<file path="config.mk">
export PLATFORM = sky130hd
export DESIGN_NAME = mips_muldiv
export DESIGN_NICKNAME = d
export VERILOG_FILES = /design/src/rtl/mips_muldiv.sv
export SDC_FILE = /design/constraint.sdc
export NUM_CORES = 1
export LEC_CHECK = 0
export BUFFER_PORTS_ARGS = -buffer_cell sky130_fd_sc_hd__buf_2
export CAP_MARGIN = 20
export CORE_MARGIN = 5
export CORE_UTILIZATION = 40
export DETAILED_ROUTE_END_ITERATION = 16
export HOLD_SLACK_MARGIN = 0.03
export PLACE_DENSITY = 0.61
export SETUP_SLACK_MARGIN = 0.05
export SKIP_LAST_GASP = 1
export SYNTH_ARGS = -nofsm -noshare
export SYNTH_HDL_FRONTEND = slang
export SYNTH_SLANG_ARGS = --single-unit
export TNS_END_PERCENT = 10
</file>
<file path="constraint.sdc">
create_clock -name clk -period 3.15 [get_ports clk]
set_clock_uncertainty 0.15 [all_clocks]
set_input_delay 0.1575 -clock clk [delete_from_list [all_inputs] [get_ports clk]]
set_output_delay 0.1575 -clock clk [all_outputs]
set_load 0.02 [all_outputs]
</file>
<file path="src/rtl/mips_muldiv.sv">
// Iterative multiply/divide unit with architectural HI/LO registers.
// Radix-2 shift-add multiply and restoring divide share one 2*WIDTH accumulator.
module mips_muldiv #(
    parameter int WIDTH     = 32,
    parameter bit SIGNED_EN = 1'b1
) (
    input  logic             clk,
    input  logic             rst,
    input  logic             start,
    input  logic [1:0]       op,
    input  logic [WIDTH-1:0] src_a,
    input  logic [WIDTH-1:0] src_b,
    input  logic             flush,
    input  logic             hilo_read,
    input  logic             hi_we,
    input  logic             lo_we,
    input  logic [WIDTH-1:0] wdata,
    output logic             busy,
    output logic             done,
    output logic             stall_req,
    output logic [WIDTH-1:0] hi,
    output logic [WIDTH-1:0] lo
);

    localparam int CW = $clog2(WIDTH);
    localparam logic [CW-1:0] LAST_COUNT = CW'(WIDTH - 1);

    typedef enum logic [1:0] {IDLE, MUL, DIV, FIX} stateT;

    stateT                stateReg, stateNext;
    logic [CW-1:0]        countReg, countNext;
    logic [2*WIDTH-1:0]   accReg, accNext;
    logic [WIDTH-1:0]     operandReg, operandNext;
    logic                 negReg, negNext;
    logic                 remNegReg, remNegNext;
    logic                 divZeroReg, divZeroNext;
    logic                 isDivReg, isDivNext;
    logic [WIDTH-1:0]     hiReg, hiNext;
    logic [WIDTH-1:0]     loReg, loNext;
    logic                 doneReg, doneNext;

    // Operand conditioning at issue
    logic             signedOp;
    logic             aNeg, bNeg;
    logic [WIDTH-1:0] magA, magB;

    assign signedOp = SIGNED_EN && !op[0];
    assign aNeg     = signedOp & src_a[WIDTH-1];
    assign bNeg     = signedOp & src_b[WIDTH-1];
    assign magA     = aNeg ? (~src_a + 1'b1) : src_a;
    assign magB     = bNeg ? (~src_b + 1'b1) : src_b;

    // One multiply iteration: add multiplicand on LSB, then shift the whole accumulator right
    logic [WIDTH:0]     mulSum;
    logic [2*WIDTH-1:0] mulStep;

    assign mulSum  = {1'b0, accReg[2*WIDTH-1:WIDTH]}
                   + (accReg[0] ? {1'b0, operandReg} : {(WIDTH+1){1'b0}});
    assign mulStep = {mulSum, accReg[WIDTH-1:1]};

    // One divide iteration: upper half is the partial remainder, lower half shifts
    // dividend bits out and quotient bits in.
    logic [WIDTH:0]     divShift;
    logic [WIDTH-1:0]   divDiff;
    logic               divFits;
    logic [2*WIDTH-1:0] divStep;

    assign divShift = {accReg[2*WIDTH-1:WIDTH], accReg[WIDTH-1]};
    assign divFits  = (divShift >= {1'b0, operandReg});
    assign divDiff  = divShift[WIDTH-1:0] - operandReg;
    assign divStep  = {(divFits ? divDiff : divShift[WIDTH-1:0]), accReg[WIDTH-2:0], divFits};

    // Sign restoration applied in FIX
    logic [2*WIDTH-1:0] fixProd;
    logic [WIDTH-1:0]   fixQuot, fixRem;

    assign fixProd = negReg    ? (~accReg + 1'b1) : accReg;
    assign fixQuot = negReg    ? (~accReg[WIDTH-1:0] + 1'b1) : accReg[WIDTH-1:0];
    assign fixRem  = remNegReg ? (~accReg[2*WIDTH-1:WIDTH] + 1'b1) : accReg[2*WIDTH-1:WIDTH];

    always_ff @(posedge clk or negedge rst) begin
        if (!rst) begin
            stateReg   <= IDLE;
            countReg   <= '0;
            accReg     <= '0;
            operandReg <= '0;
            negReg     <= 1'b0;
            remNegReg  <= 1'b0;
            divZeroReg <= 1'b0;
            isDivReg   <= 1'b0;
            hiReg      <= '0;
            loReg      <= '0;
            doneReg    <= 1'b0;
        end else begin
            stateReg   <= stateNext;
            countReg   <= countNext;
            accReg     <= accNext;
            operandReg <= operandNext;
            negReg     <= negNext;
            remNegReg  <= remNegNext;
            divZeroReg <= divZeroNext;
            isDivReg   <= isDivNext;
            hiReg      <= hiNext;
            loReg      <= loNext;
            doneReg    <= doneNext;
        end
    end

    always_comb begin
        stateNext   = stateReg;
        countNext   = countReg;
        accNext     = accReg;
        operandNext = operandReg;
        negNext     = negReg;
        remNegNext  = remNegReg;
        divZeroNext = divZeroReg;
        isDivNext   = isDivReg;
        hiNext      = hiReg;
        loNext      = loReg;
        doneNext    = 1'b0;

        case (stateReg)
            IDLE: begin
                if (hi_we) hiNext = wdata;
                if (lo_we) loNext = wdata;
                if (start && !flush) begin
                    stateNext   = op[1] ? DIV : MUL;
                    countNext   = '0;
                    isDivNext   = op[1];
                    negNext     = aNeg ^ bNeg;
                    remNegNext  = aNeg;
                    divZeroNext = (src_b == '0);
                    if (op[1]) begin
                        accNext     = {{WIDTH{1'b0}}, magA};
                        operandNext = magB;
                    end else begin
                        accNext     = {{WIDTH{1'b0}}, magB};
                        operandNext = magA;
                    end
                end
            end
            MUL, DIV: begin
                if (flush) begin
                    stateNext = IDLE;
                end else begin
                    accNext   = (stateReg == DIV) ? divStep : mulStep;
                    countNext = countReg + 1'b1;
                    if (countReg == LAST_COUNT) stateNext = FIX;
                end
            end
            FIX: begin
                stateNext = IDLE;
                if (!flush) begin
                    doneNext = 1'b1;
                    if (isDivReg) begin
                        // Divide by zero leaves the dividend in the remainder, which the
                        // sign fix turns back into src_a; only the quotient needs forcing.
                        hiNext = fixRem;
                        loNext = divZeroReg ? {WIDTH{1'b1}} : fixQuot;
                    end else begin
                        {hiNext, loNext} = fixProd;
                    end
                end
            end
            default: stateNext = IDLE;
        endcase
    end

    assign busy      = (stateReg != IDLE);
    assign done      = doneReg;
    assign stall_req = busy & (hilo_read | hi_we | lo_we | start);
    assign hi        = hiReg;
    assign lo        = loReg;

endmodule

</file>
Word level (Yosys, flattened, before mapping)
Cells that the tools add are included.
- multiplexer cells: 32
- $add $sub $neg: 8
- bitwise operators: 12
- reduce and logical (&&, ||, !) cells: 14
- magnitude comparators: 1
- eq/ne operators: 10
- operators with widths (kind ; count):
    two-way mux 32 bit ; 15
    two-way mux 64 bit ; 4
    adder 32 x 1 -> 32 bit, second input constant ; 4
    inverter 32 bit ; 4
    one-hot mux 32 bit (2 select lines) ; 2
    one-hot mux 64 bit (2 select lines) ; 1
    adder 64 x 1 -> 64 bit, second input constant ; 1
    inverter 64 bit ; 1
    adder 32 x 32 -> 33 bit ; 1
    greater-or-equal comparator 33 x 32 -> 1 bit ; 1
    logical NOT 32 bit ; 1
    subtractor 32 bit ; 1
    two-way mux 5 bit ; 2
    inequality test 2 bit, second input constant ; 5
    one-hot mux 5 bit (2 select lines) ; 1
    AND reduction 3 bit ; 3
    two-way mux 2 bit ; 4
    one-hot mux 2 bit (3 select lines) ; 1
    nonzero test 2 bit ; 3
    adder 5 x 1 -> 5 bit, second input constant ; 1
    == test 5 bit, second input constant ; 1
    == test 2 bit, second input constant ; 2
    AND reduction 2 bit ; 2
    bitwise AND 1 bit ; 3
    other kinds (9) ; 13
- flip-flop bits (word level): 172
- input port bits: 105
- logic and storage cells: 88
- output and inout port bits: 67

Depth between registers and ports, before layout
Gate-level depths: netlist of run 1.
- word-level depth: 7
- mapped depth: 15
- gate-level depth less buffers: 14

Least setup slack after synthesis of run 1
No wires, ideal clock.
- path kind: reg2reg
- start point: register accReg[0]
- end point: register accReg[62]
- clock period less this slack: 3391 ps
- buffers on the path: 1
- slack: -241 ps
- stages on the path, launching flop included: 15
- arrival time: 3159 ps
- setup time: 82 ps
- data required time: 2918 ps
- cell sequence: dfrtp_1 inv_1 clkbuf_1 nor2_1 ha_1 o211ai_1 o21ai_0 o211ai_1 a21oi_1 nor2_1 o31ai_1 a21oi_1 or4_1 and2_0 a31oi_1
- longest elaborated chain between the ends: 5
- RTL lines (item ; line ; text):
    start: declaration ; 32 ; logic [2*WIDTH-1:0] accReg, accNext;
    start signal: assignment ; 97 ; accReg <= accNext;
    two-way mux 32 bit ; 58 ; + (accReg[0] ? {1'b0, operandReg} : {(WIDTH+1){1'b0}});
    adder 32 x 32 -> 33 bit ; 58 ;
    two-way mux 64 bit ; 146 ; accNext = (stateReg == DIV) ? divStep : mulStep;
    two-way mux 64 bit ; 143 ; if (flush) begin
    one-hot mux 64 bit (2 select lines) ; 122 ; case (stateReg)
No other way between the ends. The select of a mux whose other input is x is not followed.
A chain may end at the register's enable or synchronous reset.

Final worst setup path of run 1
- start point: register accReg[10]
- end point: register hiReg[7] (netlist: hi[7])
- longest elaborated chain between the ends: 6
- RTL lines (item ; line ; text):
    inverter 64 bit ; 77 ; assign fixProd = negReg ? (~accReg + 1'b1) : accReg;
    adder 64 x 1 -> 64 bit ; 77 ;
    two-way mux 64 bit ; 77 ;
    two-way mux 32 bit ; 155 ; if (isDivReg) begin
    two-way mux 32 bit ; 153 ; if (!flush) begin
    one-hot mux 32 bit (2 select lines) ; 122 ;
    end signal: assignment ; 103 ; hiReg <= hiNext;
    end: declaration ; 38 ; logic [WIDTH-1:0] hiReg, hiNext;
No other way between the ends. The select of a mux whose other input is x is not followed.

==> metrics, run 1 <==
Clk Latency, worst-skew pair=460 ps; sequential fraction of the synthesis area=0.281; row count=between 70 and 80; number of distinct library cell variants in the gate-level netlist after synthesis=73; LEAKAGE=9.19 nW; Hold Path Class=in -> reg; average vias per placed instance=5.70; die outline area=42200 µm²; most common library cells after synthesis=sky130_fd_sc_hd__o21ai_0, sky130_fd_sc_hd__nand2_1, sky130_fd_sc_hd__nor2_1; total global routing track utilization=0.273; library cell occupying the most area in the post-synthesis netlist=sky130_fd_sc_hd__dfrtp_1; Post-Syn Nets=about 2200; ys flop type=sky130_fd_sc_hd__dfrtp_1; synthesized area per cell=7.63 µm²; Die Height=~210 µm; Starting DRT DRC Count=1426; Num CTS Buffers=17; most common cell in the netlist=sky130_fd_sc_hd__o21ai_0; run status=finished with violations; asr flop ratio synth=1.00; synthesis warning total=0; main combinational cell family by area after synthesis=compound AO/OA/AOI/OAI gates; 1st-pass router iterations=6; arrival time of data at the critical path endpoint=roughly 3400 ps; CTS max path bufs=2; fin worst setup slack=-118 ps; total congestion overflow=0; horizontal extent of the die=just over 200 µm; final hold violation count=0; count of antenna-violating nets left after detailed routing=0; Crit Path Category=reg -> reg; Routed wire per std cell=a little over 20 µm; Synth area leaders=sky130_fd_sc_hd__dfrtp_1, sky130_fd_sc_hd__o21ai_0, sky130_fd_sc_hd__a21oi_1, sky130_fd_sc_hd__ha_1, sky130_fd_sc_hd__nand2_1; total number of vias=16721; ordered list of cells on the worst path=or4_1, nor3_1, buf_4, nand4_1, or4_4, o21ai_0, o21ai_0, xnor2_1, nand2_1, o21ai_0, o21ai_0; clock period minus final worst setup slack=roughly 3300 ps; area share of the largest cell type after synthesis=0.281; startpoint kind of the worst setup timing path=register; unrepaired setup endpoints after global routing=true; kind of capture point of the worst setup path=register; wire length of the first global-routing pass=about 90000 µm; worst hold slack=approximately 32 ps; worst-path fanout max=7; register bit count reported by yosys=about 170; share of cell area taken by muxes after synthesis=0.0403; final slew viol count=0; clock-pin slew of the registers on the worst-case setup and hold paths=~80 ps; timing-limited maximum frequency=between 300 and 400 MHz; Top delay family on crit path=simple AND/OR/NAND/NOR gates; layout-stage area growth over the synthesis result=31.1%; synthesized-area fraction occupied by adder cells=0.0623; DRC errors left=0; cell chosen for the clock root=sky130_fd_sc_hd__clkbuf_16; Final #Nets=roughly 2600; ratio of final minimum period to clock period=1.04; Slew headroom=0.445; count of mapped cells out of synthesis=roughly 2000; antenna violations before repair=0; violated checks=negative setup slack; Compound-Gate Fraction of Synth Area=0.272; synthesized-area fraction occupied by and/or/nand/nor cells=0.193; share of layout cells above drive strength 1=0.253; Finish-stage setup viols=16; number of global-route vias before repair=15789; pin count of the biggest net entering global routing=81; crit path max-delay cell type=sky130_fd_sc_hd__or4_1; cell repeated most along the worst path=sky130_fd_sc_hd__o21ai_0; Post-Synthesis Cell Area=around 15000 µm²; final WL=59300 µm; area of the core=37700 µm²; Antenna Diode Count=0; required arrival time at the worst endpoint=3310 ps; clock tree from TritonCTS=built; count of input and output buffers=between 150 and 200; number of violations of the max-capacitance limit=0; synthesized-area fraction occupied by xor and xnor cells=0.102; count of clock tree sinks=between 150 and 200; final estimated routing congestion in global placement=roughly 1; effective utilization at floorplan=0.406; number of synthesized flops with an enable pin=0; total I/O pin count=172; Detail Placement HPWL=about 47000 µm; worst path buffer plus inverter count=1; Fin Setup TNS=-1060 ps; number of H-tree levels=4; cell area power density=around 1200 nW/µm²; crit-path max cell delay=between 600 and 700 ps; worst ir drop on vdd=about 440 µV; Slew @ Worst Pin=832 ps
==> layout make-up <==
class                      instances  area, µm²
clock buffer                      18        429
inverter                          67        254
fill                            3663      17600
multi-input combinational       1639      10600
sequential                       172       4310
clock inverter                    14        175
tap                              511        639
timing repair buffer             512       3680
==> timing repair <==
action,in CTS,in global routing
pin swaps,16,33
gates resized for setup,17,59
hold buffers,44,0
buffers inserted,4,8
gates cloned,0,2
endpoints found under the hold margin,233,0
setup endpoints to repair,37,58
==> sequential cells by signal (all words and copies together) (netlist names) <==
| signal | flops |
|---|---|
| accReg | 64 |
| countReg | 5 |
| divZeroReg | 1 |
| done | 1 |
| hi | 32 |
| isDivReg | 1 |
| lo | 32 |
| negReg | 1 |
| operandReg | 32 |
| remNegReg | 1 |
| stateReg | 2 |
==> worst reg2reg max path, delay by kind of cell, from the launching register on <==
kind	cells	cell delay, ps
AO/OA/AOI/OAI	4	470
XOR/XNOR	1	380
buffers and inverters	1	140
flip-flops	1	370
AND/OR/NAND/NOR	5	1610
==> metrics by stage <==
stage | area [µm²] | utilization | power (mW) | cells | setup slack (ps)
after floorplan | 15300 | - | 13.7 | 2004 | -100
after global placement | 18600 | 0.493 | 20.2 | 2843 | -303
after detailed placement | 18600 | 0.493 | 20.4 | 2843 | -339
after CTS | 19700 | 0.524 | 22.9 | 2923 | -216
after global routing | 20100 | 0.532 | 25.3 | 2933 | -253
final | 20100 | 0.532 | 23.6 | 2933 | -118
==> final timing paths <==
kind | cells past startpoint | to | slack [ps] | start
hold reg to reg | 2 | hi[31]$_DFFE_PN0P_ | 320 | hi[31]$_DFFE_PN0P_
setup reg to reg | 11 | hi[7]$_DFFE_PN0P_ | -120 | accReg[10]$_DFFE_PN0P_
max in group asynchronous | 3 | accReg[59]$_DFFE_PN0P_ | 2050 | rst
setup / recovery | 11 | hi[7]$_DFFE_PN0P_ | -120 | accReg[10]$_DFFE_PN0P_
hold / removal | 4 | operandReg[10]$_DFFE_PN0P_ | 30 | src_b[10]
min in group asynchronous | 2 | hi[21]$_DFFE_PN0P_ | 70 | rst
==> cells by family (layout without fill, tap and decap cells) <==
group,count (synthesis),after routing
xor+xnor,178,178
simple gates,639,639
mux,58,58
compound gates,689,689
flops,172,172
buf+inv,193,611
fa+ha+maj,75,75
==> where the power goes <==
| part | internal (mW) | leakage [nW] | switching [mW] | total [mW] |
|---|---|---|---|---|
| Sequential | 3.23 | 2.11 | 0.750 | 3.98 |
| Clock | 1.14 | 0.291 | 1.10 | 2.24 |
| Combinational | 7.44 | 6.79 | 9.98 | 17.4 |
==> cell usage in the layout (no fill, tap or decap), types with 13 or more instances in the layout <==
| master | instances |
|---|---|
| sky130_fd_sc_hd__buf_4 | 284 |
| sky130_fd_sc_hd__o21ai_0 | 216 |
| sky130_fd_sc_hd__nand2_1 | 215 |
| sky130_fd_sc_hd__nor2_1 | 193 |
| sky130_fd_sc_hd__a21oi_1 | 177 |
| sky130_fd_sc_hd__dfrtp_1 | 170 |
| sky130_fd_sc_hd__buf_2 | 169 |
| sky130_fd_sc_hd__xnor2_1 | 91 |
| sky130_fd_sc_hd__xor2_1 | 86 |
| sky130_fd_sc_hd__ha_1 | 68 |
| sky130_fd_sc_hd__inv_1 | 60 |
| sky130_fd_sc_hd__a21o_1 | 52 |
| sky130_fd_sc_hd__dlygate4sd3_1 | 44 |
| sky130_fd_sc_hd__a211oi_1 | 39 |
| sky130_fd_sc_hd__nor3_1 | 31 |
| sky130_fd_sc_hd__o22ai_1 | 31 |
| sky130_fd_sc_hd__mux2_2 | 29 |
| sky130_fd_sc_hd__nand3_1 | 28 |
| sky130_fd_sc_hd__nand2b_1 | 28 |
| sky130_fd_sc_hd__mux2i_1 | 28 |
| sky130_fd_sc_hd__a22oi_1 | 20 |
| sky130_fd_sc_hd__clkbuf_16 | 19 |
| sky130_fd_sc_hd__or4_1 | 18 |
| sky130_fd_sc_hd__and3_1 | 16 |
| sky130_fd_sc_hd__nand4_1 | 16 |
| sky130_fd_sc_hd__o31ai_1 | 16 |
| sky130_fd_sc_hd__a31oi_1 | 15 |
| sky130_fd_sc_hd__and2_1 | 13 |
| sky130_fd_sc_hd__nor4_1 | 13 |
| sky130_fd_sc_hd__nor2b_1 | 13 |
| sky130_fd_sc_hd__o211ai_1 | 13 |
==> metal layers <==
| metal | vias up | track usage | share of wire |
|---|---|---|---|
| li1 | 8012 | - | - |
| met1 | 7962 | 0.398 | 0.46 |
| met2 | 667 | 0.424 | 0.44 |
| met3 | 80 | 0.0358 | 0.073 |
| met4 | 0 | 0.0770 | 0.026 |
| met5 | - | 0 | 0 |
Power figures use the tool's default switching activity.
==> inputs of run 2 (changes only) <==
--- a/config.mk
+++ b/config.mk
@@ -11,9 +11,8 @@
 export CORE_UTILIZATION = 40
 export DETAILED_ROUTE_END_ITERATION = 16
 export HOLD_SLACK_MARGIN = 0.03
-export PLACE_DENSITY = 0.61
+export PLACE_DENSITY_LB_ADDON = 0.12
 export SETUP_SLACK_MARGIN = 0.05
-export SKIP_LAST_GASP = 1
 export SYNTH_ARGS = -nofsm -noshare
 export SYNTH_HDL_FRONTEND = slang
 export SYNTH_SLANG_ARGS = --single-unit
==> metrics, run 2 (synthesis gave the netlist of run 1 again) <==
run status=finished with violations; violated checks=negative setup slack; count of input and output buffers=171 (unchanged); Die Height=206 µm (unchanged); Routed wire per std cell=20.9 µm (+3.4%); capturing element of the worst setup path=hi[31]$_DFFE_PN0P_; clock period minus final worst setup slack=3330 ps (+65.3 ps); Starting DRT DRC Count=1248 (-12%); share of layout cells above drive strength 1=0.275 (+0.0220); max FFs per register=64 (unchanged); area of the multi-input gates=10800 µm² (+2.7%); kind of capture point of the worst setup path=register; average vias per placed instance=5.64 (-1.1%); number of global-route vias before repair=15631 (-1.0%); most frequent standard cell in the layout excluding fill and tap cells=sky130_fd_sc_hd__buf_4; Num CTS Buffers=17 (unchanged); total global routing track utilization=0.285 (+0.0123); final estimated routing congestion in global placement=0.948 (-4.7%); die outline area=42200 µm² (unchanged); Hold Path Class=in -> reg; ordered list of cells on the worst path=or4_1, or4_4, or4_4, or3b_4, o211ai_2, o21ai_2, xnor2_1, nand2_1, o21ai_2, o21ai_2; Final Instance Count excl. Fillers=2955 (+0.75%); critical path depth=10 (-1); worst reg-to-reg setup slack=-180 ps (-70 ps); horizontal extent of the die=206 µm (unchanged); effective utilization at floorplan=0.406 (unchanged); crit path max-delay cell type=sky130_fd_sc_hd__or4_1; required arrival time at the worst endpoint=3340 ps (+30 ps); DRC errors left=0 (unchanged); Clk Latency, worst-skew pair=460 ps (about the same); Finish-stage setup viols=8 (-8); commonest cells after routing, fill and taps aside=sky130_fd_sc_hd__buf_4, sky130_fd_sc_hd__nand2_1, sky130_fd_sc_hd__o21ai_0, sky130_fd_sc_hd__nor2_1, sky130_fd_sc_hd__a21oi_1; count of clock tree sinks=172 (unchanged); final WL=61800 µm (+4.1%); Slew @ Worst Pin=909 ps (+76.5 ps); utilization after layout=0.544 (+0.0112); total number of vias=16663 (-0.35%); post-placement worst setup slack=-371 ps (-32.1 ps); LEAKAGE=9.34 nW (+1.6%); timing-limited maximum frequency=300 MHz (-2.0%); area used by sequential logic in the layout=4310 µm² (about the same); critical path launch point=accReg[46]$_DFFE_PN0P_; crit-path max cell delay=540 ps (-80 ps); Final #Nets=2610 (+0.81%); total congestion overflow=0 (unchanged); CTS max path bufs=2 (unchanged); final slew viol count=0 (unchanged); cell chosen for the clock root=sky130_fd_sc_hd__clkbuf_16; worst hold slack=28.4 ps (-3.76 ps); 1st-pass router iterations=5 (-1); ratio of final minimum period to clock period=1.06 (+0.0207); arrival time of data at the critical path endpoint=3520 ps (+90 ps); count of antenna-violating nets left after detailed routing=0 (unchanged); layout-stage area growth over the synthesis result=33.9%; number of violations of the max-capacitance limit=0 (unchanged); Register-to-Register Path Depth=10 (-1); total power=24.4 mW (+3.3%); wire length of the first global-routing pass=92800 µm (+3.1%); clock-pin slew of the registers on the worst-case setup and hold paths=80 ps (about the same); Crit Path Category=reg -> reg; cell count after placement=2859 (+0.56%); Top delay family on crit path=simple AND/OR/NAND/NOR gates; antenna violations before repair=1 (+1); row count=71 (unchanged); Slew headroom=0.394 (-0.0510); clock tree from TritonCTS=built; startpoint kind of the worst setup timing path=register; fin worst setup slack=-183 ps (-65.3 ps); Detail Placement HPWL=49500 µm (+4.8%); worst ir drop on vdd=478 µV (+8.0%); number of H-tree levels=4 (unchanged); pin count of the biggest net entering global routing=87 (+7.4%); worst path buffer plus inverter count=0 (-1); area of the core=37700 µm² (unchanged); fill cell total of the finished layout=3691 (+0.76%); worst reg2reg startpoint=accReg[46]$_DFFE_PN0P_; cell repeated most along the worst path=sky130_fd_sc_hd__o21ai_2; worst-path fanout max=4 (-3); unrepaired setup endpoints after global routing=true; total I/O pin count=172 (unchanged); cell area power density=1190 nW/µm² (+1.2%); register ranked first by flip-flop count=accReg; endpoint of the lowest-slack register-to-register path=hi[31]$_DFFE_PN0P_; final hold violation count=0 (unchanged)
[run 2: how the worst min path moves through the flow]
| stage | from | cells past startpoint | slack, ps | end |
|---|---|---|---|---|
| floorplan | rst | 0 | -290 | accReg[0]$_DFFE_PN0P_ |
| global placement | rst | 1 | 50 | hi[16]$_DFFE_PN0P_ |
| detailed placement | rst | 1 | 70 | hi[16]$_DFFE_PN0P_ |
| CTS | src_b[10] | 4 | 30 | operandReg[10]$_DFFE_PN0P_ |
| global route | src_b[10] | 4 | 60 | operandReg[10]$_DFFE_PN0P_ |
| finish | src_b[10] | 4 | 30 | operandReg[10]$_DFFE_PN0P_ |
[run 2: area by class of cell]
| class | instances | area share |
|---|---|---|
| multi-input cells | 1639 | 0.530 |
| flip-flops and latches | 172 | 0.210 |
| repair buffers | 533 | 0.186 |
| well taps | 511 | 0.0312 |
| clock buffers | 19 | 0.0221 |
| inverters | 67 | 0.0125 |
| clock inverters | 13 | 0.00794 |
| diodes | 1 | 0.000122 |
[run 2: layer usage]
layer | global-route usage | part of all wire | up-vias
met4 | 0.0799 | 0.025 | 0
met1 | 0.417 | 0.46 | 7935
met2 | 0.439 | 0.44 | 605
met3 | 0.0396 | 0.072 | 62
met5 | 0 | 0 | -
li1 | - | - | 8061
[run 2: worst reg2reg max path: stages (launching register included)]
cell	delay, ps
sky130_fd_sc_hd__dfrtp_2	490
sky130_fd_sc_hd__or4_1	540
sky130_fd_sc_hd__or4_4	530
sky130_fd_sc_hd__or4_4	450
sky130_fd_sc_hd__or3b_4	390
sky130_fd_sc_hd__o211ai_2	180
sky130_fd_sc_hd__o21ai_2	80
sky130_fd_sc_hd__xnor2_1	200
sky130_fd_sc_hd__nand2_1	100
sky130_fd_sc_hd__o21ai_2	70
sky130_fd_sc_hd__o21ai_2	60
[run 2: repair_timing]
item / 4_1_cts / 5_1_grt
endpoints found under the setup margin: 44 / 59
resized for setup: 39 / 106
setup buffers: 6 / 9
hold buffers: 48 / 0
hold endpoints to repair: 131 / 0
pin swaps: 21 / 41
[run 2: where the power goes]
part / internal, mW / leakage, nW / switching (mW) / total [mW]
Clock: 1.18 / 0.304 / 1.09 / 2.27
Combinational: 7.82 / 6.93 / 10.3 / 18.1
Sequential: 3.24 / 2.10 / 0.769 / 4.00
[run 2: through the flow]
step / setup TNS [ps] / cell area, µm²
floorplan: -241 / 15300
global placement: -4020 / 18700
detailed placement: -4910 / 18700
CTS: -1240 / 20000
global route: -3620 / 20500
finish: -798 / 20500
==> inputs of run 3 (changes only) <==
==> constraint.sdc (replaced) <==
create_clock -name clk -period 2.8 [get_ports clk]
set_clock_uncertainty 0.15 [all_clocks]
set_input_delay 0.14 -clock clk [delete_from_list [all_inputs] [get_ports clk]]
set_output_delay 0.14 -clock clk [all_outputs]
set_load 0.02 [all_outputs]
==> metrics, run 3 (synthesis gave the netlist of run 1 again) <==
ratio of final minimum period to clock period=1.20 (+0.138); count of antenna-violating nets left after detailed routing=0 (unchanged); Antenna Diode Count=0 (-1); row count=71 (unchanged); Routed wire per std cell=20.1 µm (-4.0%); Pint=14.7 mW (+20%); number of H-tree levels=4 (unchanged); average vias per placed instance=5.57 (-1.3%); Fin Setup TNS=-12620 ps (-11820 ps); switch share=0.483 (-0.0154); combinational fraction of design power=0.752 (+0.009); Slew headroom=0.463 (+0.0686); count of clock tree sinks=172 (unchanged); critical path launch point=accReg[31]$_DFFE_PN0P_; worst reg2reg startpoint=accReg[31]$_DFFE_PN0P_; worst hold slack=44.9 ps (+16.5 ps); area of the core=37700 µm² (unchanged); fin worst setup slack=-548 ps (-365 ps); horizontal extent of the die=206 µm (unchanged); most frequent standard cell in the layout excluding fill and tap cells=sky130_fd_sc_hd__buf_4; violated checks=negative setup slack; DRC errors left=0 (unchanged); cell area power density=1300 nW/µm² (+9.3%); timing-limited maximum frequency=299 MHz (-0.44%); count of input and output buffers=171 (unchanged); final estimated routing congestion in global placement=1.01 (+6.6%); startpoint kind of the worst setup timing path=register; Detail Placement HPWL=48900 µm (-1.2%); Hold Path Class=in -> reg; LEAKAGE=9.96 nW (+6.6%); utilization after layout=0.581 (+0.0371); Final #Nets=2726 (+4.4%); final WL=61600 µm (-0.25%); total number of vias=17085 (+2.5%); clock-pin slew of the registers on the worst-case setup and hold paths=80 ps (about the same); worst ir drop on vdd=552 µV (+16%); final slew viol count=0 (unchanged); Num CTS Buffers=17 (unchanged); share of layout cells above drive strength 1=0.335 (+0.0603); Top delay family on crit path=compound AO/OA/AOI/OAI gates; worst-path fanout max=2 (-2); Die Height=206 µm (unchanged); cell count after placement=2961 (+3.6%); Final Instance Count excl. Fillers=3069 (+3.9%); run status=finished with violations; crit-path max cell delay=400 ps (-140 ps); area of placed instances=19600 µm² (+4.8%); total congestion overflow=0 (unchanged); max FFs per register=64 (unchanged); portion of total power attributed to the clock network=0.089 (-0.004); Crit Path Category=reg -> reg; number of violations of the max-capacitance limit=0 (unchanged); post-route standard cell area excluding fillers=21900 µm² (+6.8%); Reg power frac=0.159 (-0.005); reported net switching power=13.8 mW (+13%); kind of capture point of the worst setup path=register; Slew @ Worst Pin=804 ps (-104 ps); cell chosen for the clock root=sky130_fd_sc_hd__clkbuf_16; number of global-route vias before repair=16441 (+5.2%); total power=28.5 mW (+17%); total I/O pin count=172 (unchanged); unrepaired setup endpoints after global routing=true; final hold violation count=0 (unchanged); arrival time of data at the critical path endpoint=3580 ps (+60 ps); antenna violations before repair=0 (-1); Finish-stage setup viols=54 (+46); post-placement worst setup slack=-695 ps (-324 ps); cell repeated most along the worst path=sky130_fd_sc_hd__inv_2; required arrival time at the worst endpoint=3030 ps (-310 ps); total global routing track utilization=0.287 (+0.00171); Starting DRT DRC Count=1549 (+24%); 1st-pass router iterations=5 (unchanged); clock period minus final worst setup slack=3350 ps (+14.7 ps); ordered list of cells on the worst path=inv_2, ha_4, inv_2, fa_2, a21o_1, a221o_1, a2111oi_4, buf_4, o31a_1, a211o_1, a21oi_2, nor3_2, xor2_1, o21a_1, a31oi_1; clock tree from TritonCTS=built; register ranked first by flip-flop count=accReg; layout-stage area growth over the synthesis result=43.0%; effective utilization at floorplan=0.406 (unchanged); pin count of the biggest net entering global routing=81 (-6.9%); commonest cells after routing, fill and taps aside=sky130_fd_sc_hd__buf_4, sky130_fd_sc_hd__nand2_1, sky130_fd_sc_hd__nor2_1, sky130_fd_sc_hd__o21ai_0, sky130_fd_sc_hd__buf_2; Clk Latency, worst-skew pair=460 ps (about the same); worst path buffer plus inverter count=3 (+3); crit path max-delay cell type=sky130_fd_sc_hd__dfrtp_1; CTS max path bufs=2 (unchanged); die outline area=42200 µm² (unchanged); start point of the worst min-delay path=src_a[30]; wire length of the first global-routing pass=94100 µm (+1.4%)
==> run 3: power groups by stage <==
stage          Sequential [mW]  Clock, mW  Combinational (mW)
2_1_floorplan             5.06          0                10.6
3_3_place_gp              4.46          0                19.1
3_5_place_dp              4.50          0                19.3
4_1_cts                   4.48       2.58                20.5
5_1_grt                   4.66       2.67                23.1
6_report                  4.52       2.55                21.4
==> run 3: cell type report <==
type	count	area, µm²
well taps	511	639
multi-input cells	1639	11300
clock buffers	20	437
repair buffers	649	4770
clock inverters	11	159
flip-flops and latches	172	4320
inverters	67	251
fillers	3560	15800
==> run 3: metal layers <==
layer  vias up  routed length, µm  track usage
met5         -                  0            0
met4         0               2350        0.103
met3        93               4340       0.0433
met2       668              26700        0.443
met1      8058              28300        0.408
li1       8266                  -            -
==> run 3: worst paths after layout <==
| path | endpoint | slack (ps) | depth (start not counted) |
|---|---|---|---|
| max in group asynchronous | operandReg[22]$_DFFE_PN0P_ | 1600 | 3 |
| max | accReg[62]$_DFFE_PN0P_ | -550 | 15 |
| max reg2reg | accReg[62]$_DFFE_PN0P_ | -550 | 15 |
| min | operandReg[30]$_DFFE_PN0P_ | 40 | 5 |
| min in group asynchronous | lo[10]$_DFFE_PN0P_ | 70 | 2 |
| min reg2reg | hi[16]$_DFFE_PN0P_ | 330 | 2 |
==> run 3: timing repair <==
action / 4_1_cts / 5_1_grt
endpoints found under the setup margin: 71 / 84
hold buffers: 44 / 0
setup buffers: 23 / 10
hold endpoints to repair: 178 / 0
pin swaps: 56 / 46
gates resized for setup: 152 / 90
==> run 3: tightest hold or removal path, delay by kind of cell <==
| kind | cells | cell delay, ps |
|---|---|---|
| AND/OR/NAND/NOR | 2 | 160 |
| AO/OA/AOI/OAI | 1 | 140 |
| buffers and inverters | 1 | 90 |
| XOR/XNOR | 1 | 70 |
